--- src/rtl/wb_gpio_arbiter.sv ---
`default_nettype none
// ============================================================================
// Module  : wb_gpio_arbiter
// Brief   : Round-robin two-master Wishbone arbiter with stall watchdog in
//           front of the 8-bit GPIO slave.
// Revision: 1.0 - initial release
// ============================================================================
module wb_gpio_arbiter #(
  parameter int TIMEOUT_CYCLES = 16,
  parameter int CNT_W          = 8
) (
  input  logic       i_clk,
  input  logic       i_reset_n,
  input  logic       m0_adr_i,
  input  logic [7:0] m0_dat_i,
  input  logic       m0_we_i,
  input  logic       m0_cyc_i,
  input  logic       m0_stb_i,
  output logic [7:0] m0_dat_o,
  output logic       m0_ack_o,
  output logic       m0_err_o,
  input  logic       m1_adr_i,
  input  logic [7:0] m1_dat_i,
  input  logic       m1_we_i,
  input  logic       m1_cyc_i,
  input  logic       m1_stb_i,
  output logic [7:0] m1_dat_o,
  output logic       m1_ack_o,
  output logic       m1_err_o,
  output logic       s_adr_o,
  output logic [7:0] s_dat_o,
  output logic       s_we_o,
  output logic       s_cyc_o,
  output logic       s_stb_o,
  input  logic [7:0] s_dat_i,
  input  logic       s_ack_i,
  input  logic       s_err_i
);

  typedef enum logic [1:0] {IDLE = 2'd0, GNT0 = 2'd1, GNT1 = 2'd2} state_t;

  localparam logic [CNT_W-1:0] c_wdog_last =
    (TIMEOUT_CYCLES > 0) ? CNT_W'(TIMEOUT_CYCLES - 1) : '0;

  state_t           r_state;
  logic             r_last_grant;
  logic [CNT_W-1:0] r_wdog;

  logic       w_g0, w_g1;
  logic       w_sel_cyc, w_sel_stb, w_sel_we, w_sel_adr;
  logic [7:0] w_sel_dat;
  logic       w_stall, w_timeout;

  always_comb begin
    w_g0      = (r_state == GNT0);
    w_g1      = (r_state == GNT1);
    w_sel_cyc = 1'b0;
    w_sel_stb = 1'b0;
    w_sel_we  = 1'b0;
    w_sel_adr = 1'b0;
    w_sel_dat = 8'h00;
    if (w_g0) begin
      w_sel_cyc = m0_cyc_i;
      w_sel_stb = m0_stb_i;
      w_sel_we  = m0_we_i;
      w_sel_adr = m0_adr_i;
      w_sel_dat = m0_dat_i;
    end else if (w_g1) begin
      w_sel_cyc = m1_cyc_i;
      w_sel_stb = m1_stb_i;
      w_sel_we  = m1_we_i;
      w_sel_adr = m1_adr_i;
      w_sel_dat = m1_dat_i;
    end
  end

  // A cycle that ends in ack or err is never a stall, so an ack always beats the watchdog.
  assign w_stall   = w_sel_stb & ~s_ack_i & ~s_err_i;
  assign w_timeout = (TIMEOUT_CYCLES > 0) && w_stall && (r_wdog == c_wdog_last);

  assign s_cyc_o  = w_sel_cyc & ~w_timeout;
  assign s_stb_o  = w_sel_stb & ~w_timeout;
  assign s_we_o   = w_sel_we;
  assign s_adr_o  = w_sel_adr;
  assign s_dat_o  = w_sel_dat;

  assign m0_dat_o = s_dat_i;
  assign m1_dat_o = s_dat_i;
  assign m0_ack_o = w_g0 & w_sel_stb & s_ack_i;
  assign m1_ack_o = w_g1 & w_sel_stb & s_ack_i;
  assign m0_err_o = w_g0 & ((w_sel_stb & s_err_i) | w_timeout);
  assign m1_err_o = w_g1 & ((w_sel_stb & s_err_i) | w_timeout);

  always_ff @(posedge i_clk or negedge i_reset_n) begin
    if (!i_reset_n) begin
      r_state      <= IDLE;
      r_last_grant <= 1'b1;
      r_wdog       <= '0;
    end else begin
      case (r_state)
        IDLE: begin
          r_wdog <= '0;
          if (m0_cyc_i && (!m1_cyc_i || r_last_grant)) begin
            r_state      <= GNT0;
            r_last_grant <= 1'b0;
          end else if (m1_cyc_i) begin
            r_state      <= GNT1;
            r_last_grant <= 1'b1;
          end
        end
        GNT0, GNT1: begin
          if (!w_sel_cyc || w_timeout) begin
            r_state <= IDLE;
            r_wdog  <= '0;
          end else if (w_stall && (TIMEOUT_CYCLES > 0)) begin
            r_wdog <= r_wdog + CNT_W'(1);
          end else begin
            r_wdog <= '0;
          end
        end
        default: r_state <= IDLE;
      endcase
    end
  end

endmodule
`default_nettype wire
--- config.mk ---
export PLATFORM = sky130hd
export DESIGN_NAME = wb_gpio_arbiter
export DESIGN_NICKNAME = d
export VERILOG_FILES = /design/src/rtl/wb_gpio_arbiter.sv
export SDC_FILE = /design/constraint.sdc
export NUM_CORES = 1
export LEC_CHECK = 0
export CAP_MARGIN = 20
export CORE_UTILIZATION = 50
export DETAILED_ROUTE_END_ITERATION = 6
export DONT_BUFFER_PORTS = 1
export PLACE_DENSITY_LB_ADDON = 0.12
export SYNTH_ARGS = -nofsm -noshare
export SYNTH_HDL_FRONTEND = slang
export SYNTH_SLANG_ARGS = --single-unit
--- constraint.sdc ---
create_clock -name i_clk -period 5.9 [get_ports i_clk]
set_clock_uncertainty 0.15 [all_clocks]
set_input_delay 0.295 -clock i_clk [delete_from_list [all_inputs] [get_ports i_clk]]
set_output_delay 0.295 -clock i_clk [all_outputs]
set_load 0.01 [all_outputs]
**Yosys cells after proc, flatten, opt, wreduce, memory -nomap -nowiden**

Cells that the tools add are included.

- Register bits after elaboration: 11
- Input bits: 36
- Word-level logic and storage cells: 55

- Add/sub/neg operators: 1
- Equal/unequal tests: 5
- Multiplexer cells: 19
- Bitwise logic cells: 15
- Reductions and logical operators: 12

Operators with widths:

| cell | number |
|---|---|
| two-way mux 8 bit | 4 |
| one-hot mux 8 bit (2 select lines) | 1 |
| bitwise AND 1 bit | 11 |
| two-way mux 1 bit | 10 |
| adder 8 x 1 -> 8 bit (second input constant) | 1 |
| equality test 8 x 4 -> 1 bit (second input constant) | 1 |
| two-way mux 2 bit | 3 |
| one-hot mux 2 bit (2 select lines) | 1 |
| AND reduction 2 bit | 2 |
| nonzero test 2 bit | 2 |
| inequality test 3 bit (second input constant) | 1 |
| inverter 1 bit | 3 |
| equality test 2 x 1 -> 1 bit (second input constant) | 1 |
| equality test 2 bit (second input constant) | 1 |
| logical AND 1 bit | 2 |
| zero test 1 bit | 2 |
| zero test 2 bit | 1 |
| logical OR 1 bit | 2 |
| inequality test 2 bit (second input constant) | 1 |
| OR reduction 2 bit | 1 |
| OR 1 bit | 1 |

**Depth between registers and ports, before layout**

- Depth after elaboration: 9
- Mapped depth: 7
- Depth with buffers taken out: 6

**Worst setup path after synthesis**

OpenSTA, ideal clock, no wires.

- Path type: register to output
- From: register r_state[1]
- To: output m0_err_o
- Data arrival time: 1.703 ns
- Required time: 5.455 ns
- Setup slack: 3.752 ns
- Stages on the path, launching flop included: 7
- Cells stage by stage: dfrtp_1 -> inv_1 -> ha_1 -> nand3b_1 -> a2111oi_4 -> a21oi_1 -> nor2b_1

- Cells in the longest elaborated chain, start to end: 8
- Elaborated cells between the ends (all ways): 10

RTL lines:

| what | RTL line | text |
|---|---|---|
| start: declaration | 45 | `state_t r_state;` |
| start signal: assignment | 96 | `r_state <= IDLE;` |
| start signal: assignment | 104 | `r_state <= GNT0;` |
| start signal: assignment | 107 | `r_state <= GNT1;` |
| equality test 2 bit | 56 | `w_g1 = (r_state == GNT1);` |
| two-way mux 1 bit | 68 | `end else if (w_g1) begin` |
| two-way mux 1 bit | 62 | `if (w_g0) begin` |
| bitwise AND 1 bit (2 in series) | 78 | `assign w_stall = w_sel_stb & ~s_ack_i & ~s_err_i;` |
| logical AND 1 bit | 79 | `assign w_timeout = (TIMEOUT_CYCLES > 0) && w_stall && (r_wdog == c_wdog_last);` |
| OR 1 bit | 91 | `assign m0_err_o = w_g0 & ((w_sel_stb & s_err_i) \| w_timeout);` |
| bitwise AND 1 bit (*) | 91 |  |
| end: declaration | 21 | `output logic m0_err_o,` |

Mark *: on every way between the ends. The rest lies on a longest branch, timed or not.

**Worst setup path in the final report**

- From: register r_state[1]
- To: output m1_err_o

- Cells in the longest elaborated chain, start to end: 8
- Elaborated cells between the ends (all ways): 10

RTL lines:

| what | RTL line | text |
|---|---|---|
| equality test 2 bit | 56 |  |
| two-way mux 1 bit | 68 |  |
| two-way mux 1 bit | 62 |  |
| bitwise AND 1 bit (2 in series) | 78 |  |
| logical AND 1 bit | 79 |  |
| OR 1 bit | 92 | `assign m1_err_o = w_g1 & ((w_sel_stb & s_err_i) \| w_timeout);` |
| bitwise AND 1 bit (*) | 92 |  |
| end: declaration | 29 | `output logic m1_err_o,` |

Marked as above.

==> impl_metrics.csv <==
group,metric,value,unit
sta,rsz0062_at_grt,"no",
clock_network,clock_latency,0.28,ns
yosys,syn_inst,126,
yosys,synth_area_leaders,"dfrtp_1 25%, buf_4 12%, nand2_1 7.4%",
route,vias,903,
yosys,synth_flop_cell,"dfrtp_1",
critical_path,r2r_start,"r_state[1]",
grt,grt_pass1_vias,746,
yosys,yosys-top-cells-count,"20 x nand2_1, 16 x buf_4, 11 x o21ai_0",
route,drt_wl_total,2150,um
yosys,yosysMostFrequentCell,"nand2_1",
power,p_sw,0.000142,W
critical_path,worstPathArrival,2.59,ns
route,dr.first_iter.drc_count,30,
yosys,avgSynthCellArea,8.05,sq um
die,num_rows,15,
power,ir_drop,0.201,mV
finish,syn_to_final_growth,-5.80,%
power,comb_power_share,0.513,
power,pwr-share-clk,0.175,
critical_path,slowest_stage,"ha_1",
route,detail-route-antenna-nets,0,
yosys,synth_edf_count,0,
yosys,ys_seq_area_frac,0.273,
grt,grt_usage,0.215,
route,post-route-drc-count,0,
placement,dp_hpwl,1560,um
power,p_per_area,322,nW/um^2
placement,dp_slack,3.19,ns
die,die_y,47.1,um
critical_path,critical_path.startpoint_type,"flip-flop",
yosys,synth_top_area_cell,"dfrtp_1",
clock_network,cts_htree_levels,1,
hold_path,min_from,"m1_cyc_i",
sta,slew_violations,0,
sta,setup_viol,0,
hold_path,hold_class,"in -> reg",
critical_path,crit_type,"reg -> out",
clock_network,ctsResizeCount,0,
yosys,postSynthNetCount,167,
placement,port_buffers,0,
critical_path,r2r_slack,3.32,ns
yosys,synth-seq-cells,11,
die,die_w,47.1,um
critical_path,worstPathRequired,5.45,ns
clock_network,clock_path_buffers,2,
sta,max-slew-margin-rel,0.525,
clock_network,cts.sinks,11,
clock_network,clkTransAtPathRegs,0.07,ns
finish,diodes,0,
clock_network,postCtsSetupBuffers,0,
grt,overflow,0,
power,leakage,0.393,nW
run_status,status,"completed",
job,maxCapViolCount,0,
critical_path,r2r_end,"r_state[0]",
finish,final_nets,154,
power,power_frac_seq,0.312,
die,core_area,1820,sq um
sta,worst_slack,2.86,ns
sta,tightestPinTransition,0.713,ns
critical_path,max_stage_delay,0.62,ns
yosys,yosys_warnings,0,
finish,layout-drive-gt1-share,0.0982,
sta,fin_tns_setup,0,ns
die,dieArea,2210,sq um
critical_path,rr_worst_depth,6,
route,drt-pass1-iter-count,4,
critical_path,crit_fanout,26,
finish,final_cells,137,
yosys,synthArstFlopShare,1.00,
hold_path,hold_depth,1,
clock_network,numCtsBuffers,3,
power,p_int,0.000166,W
sta,fmax,0.329,GHz
grt,grt_first_pass_wirelength,3300,um
yosys,synth_cell_types,34,
finish,design_area,956,sq um
placement,placedCellCount,131,
grt,grt_max_degree,27,
yosys,synth_top_area_share,0.247,
grt,antenna_found_initial,0,
yosys,synth_area,1010,sq um
hold_path,hold_end,"r_state[0]",
placement,place_area,910,sq um
sta,hold_violations,0,
placement,finalWeightedCongestion,0.751,
route,wl_per_cell,15.7,um
critical_path,worstPathCellList,"inv_1 > ha_1 > nand2_1 > a2111oi_4 > a21oi_1 > nor2b_1",
die,num_io_pins,68,
route,viasPerCell,6.59,
sta,finalCritPeriodShare,0.515,
clock_network,cts_root_buf,"clkbuf_4",
clock_network,cts_tree,"done",
critical_path,crit_path_end_kind,"output pin",
power,sw_frac_of_total,0.462,
sta,fin_crit,3.04,ns
die,start_util,0.557,
-- cell type report --
class | instances | area [sq um]
Fill cell | 173 | 865
Multi-Input combinational cell | 90 | 583
Clock buffer | 4 | 26.3
Sequential cell | 11 | 277
Tap cell | 25 | 31.3
Inverter | 5 | 18.8
Timing Repair Buffer | 2 | 20.0
-- what timing repair did --
action / CTS / global route
endpoints found under the setup margin: 0 / 0
hold endpoints to repair: 12 / 0
hold buffers: 2 / 0
-- power groups by stage --
stage,Clock [W],Sequential (W),Combinational (W)
after floorplan,0,0.0000952,0.000145
after global placement,0,0.0000961,0.000150
after detailed placement,0,0.0000972,0.000154
after CTS,0.0000552,0.0000959,0.000157
after global routing,0.0000589,0.0000981,0.000181
final,0.0000538,0.0000961,0.000158
-- placed cells by master (no fill, tap or decap), types with 3 or more instances in the layout --
cell type and instances:
nand2_1 20, o21ai_0 11, dfrtp_1 10, a31oi_1 9, and3_1 6, inv_1 5, ha_1 5, nand3b_1 4
nand3_1 4, a21oi_1 4, nor2b_1 3, nor2_1 3, a22o_1 3, clkbuf_4 3
-- state kept, by name, summed over array words and instances (netlist names) --
name          flops
r_state           2
r_last_grant      1
r_wdog            8
-- cell families (layout without fill, tap and decap cells) --
| family | count (synthesis) | count (layout) | share of synthesized area |
|---|---|---|---|
| compound gates | 36 | 36 | 0.252 |
| simple gates | 47 | 47 | 0.244 |
| fa+ha+maj | 5 | 5 | 0.0617 |
| flops | 11 | 11 | 0.273 |
| xor+xnor | 2 | 2 | 0.0173 |
| buf+inv | 25 | 11 | 0.153 |
-- how the worst max path moves through the flow --
stage | start | to | cells past startpoint
after floorplan | r_state[1] | m0_err_o | 6
after global routing | r_state[1] | m1_err_o | 6
after detailed placement | r_state[1] | m1_err_o | 6
final | r_state[1] | m1_err_o | 6
after global placement | r_state[1] | m0_err_o | 6
after CTS | r_state[1] | m1_err_o | 6
-- metal layers --
metal,vias to the layer above,track usage,routed length (um)
met4,0,0.109,38
li1,415,-,-
met3,9,0.0500,154
met1,436,0.258,906
met5,-,0,0
met2,43,0.358,1050
-- worst max-delay path: cells and delay by family, from the launching register on --
family          cells  cell delay, ns
buf+inv             1            0.10
flops               1            0.42
compound gates      2            0.65
simple gates        2            0.52
fa+ha+maj           1            0.62
-- metrics by stage --
stage          utilization  hold slack, ns  total power (W)
6_report             0.525         0.00191         0.000308
5_1_grt              0.525          0.0125         0.000338
4_1_cts              0.525         0.00317         0.000308
3_5_place_dp         0.500          -0.150         0.000251
3_3_place_gp         0.500          -0.150         0.000247
2_1_floorplan            -          -0.151         0.000240
Power figures use the tool's default switching activity.
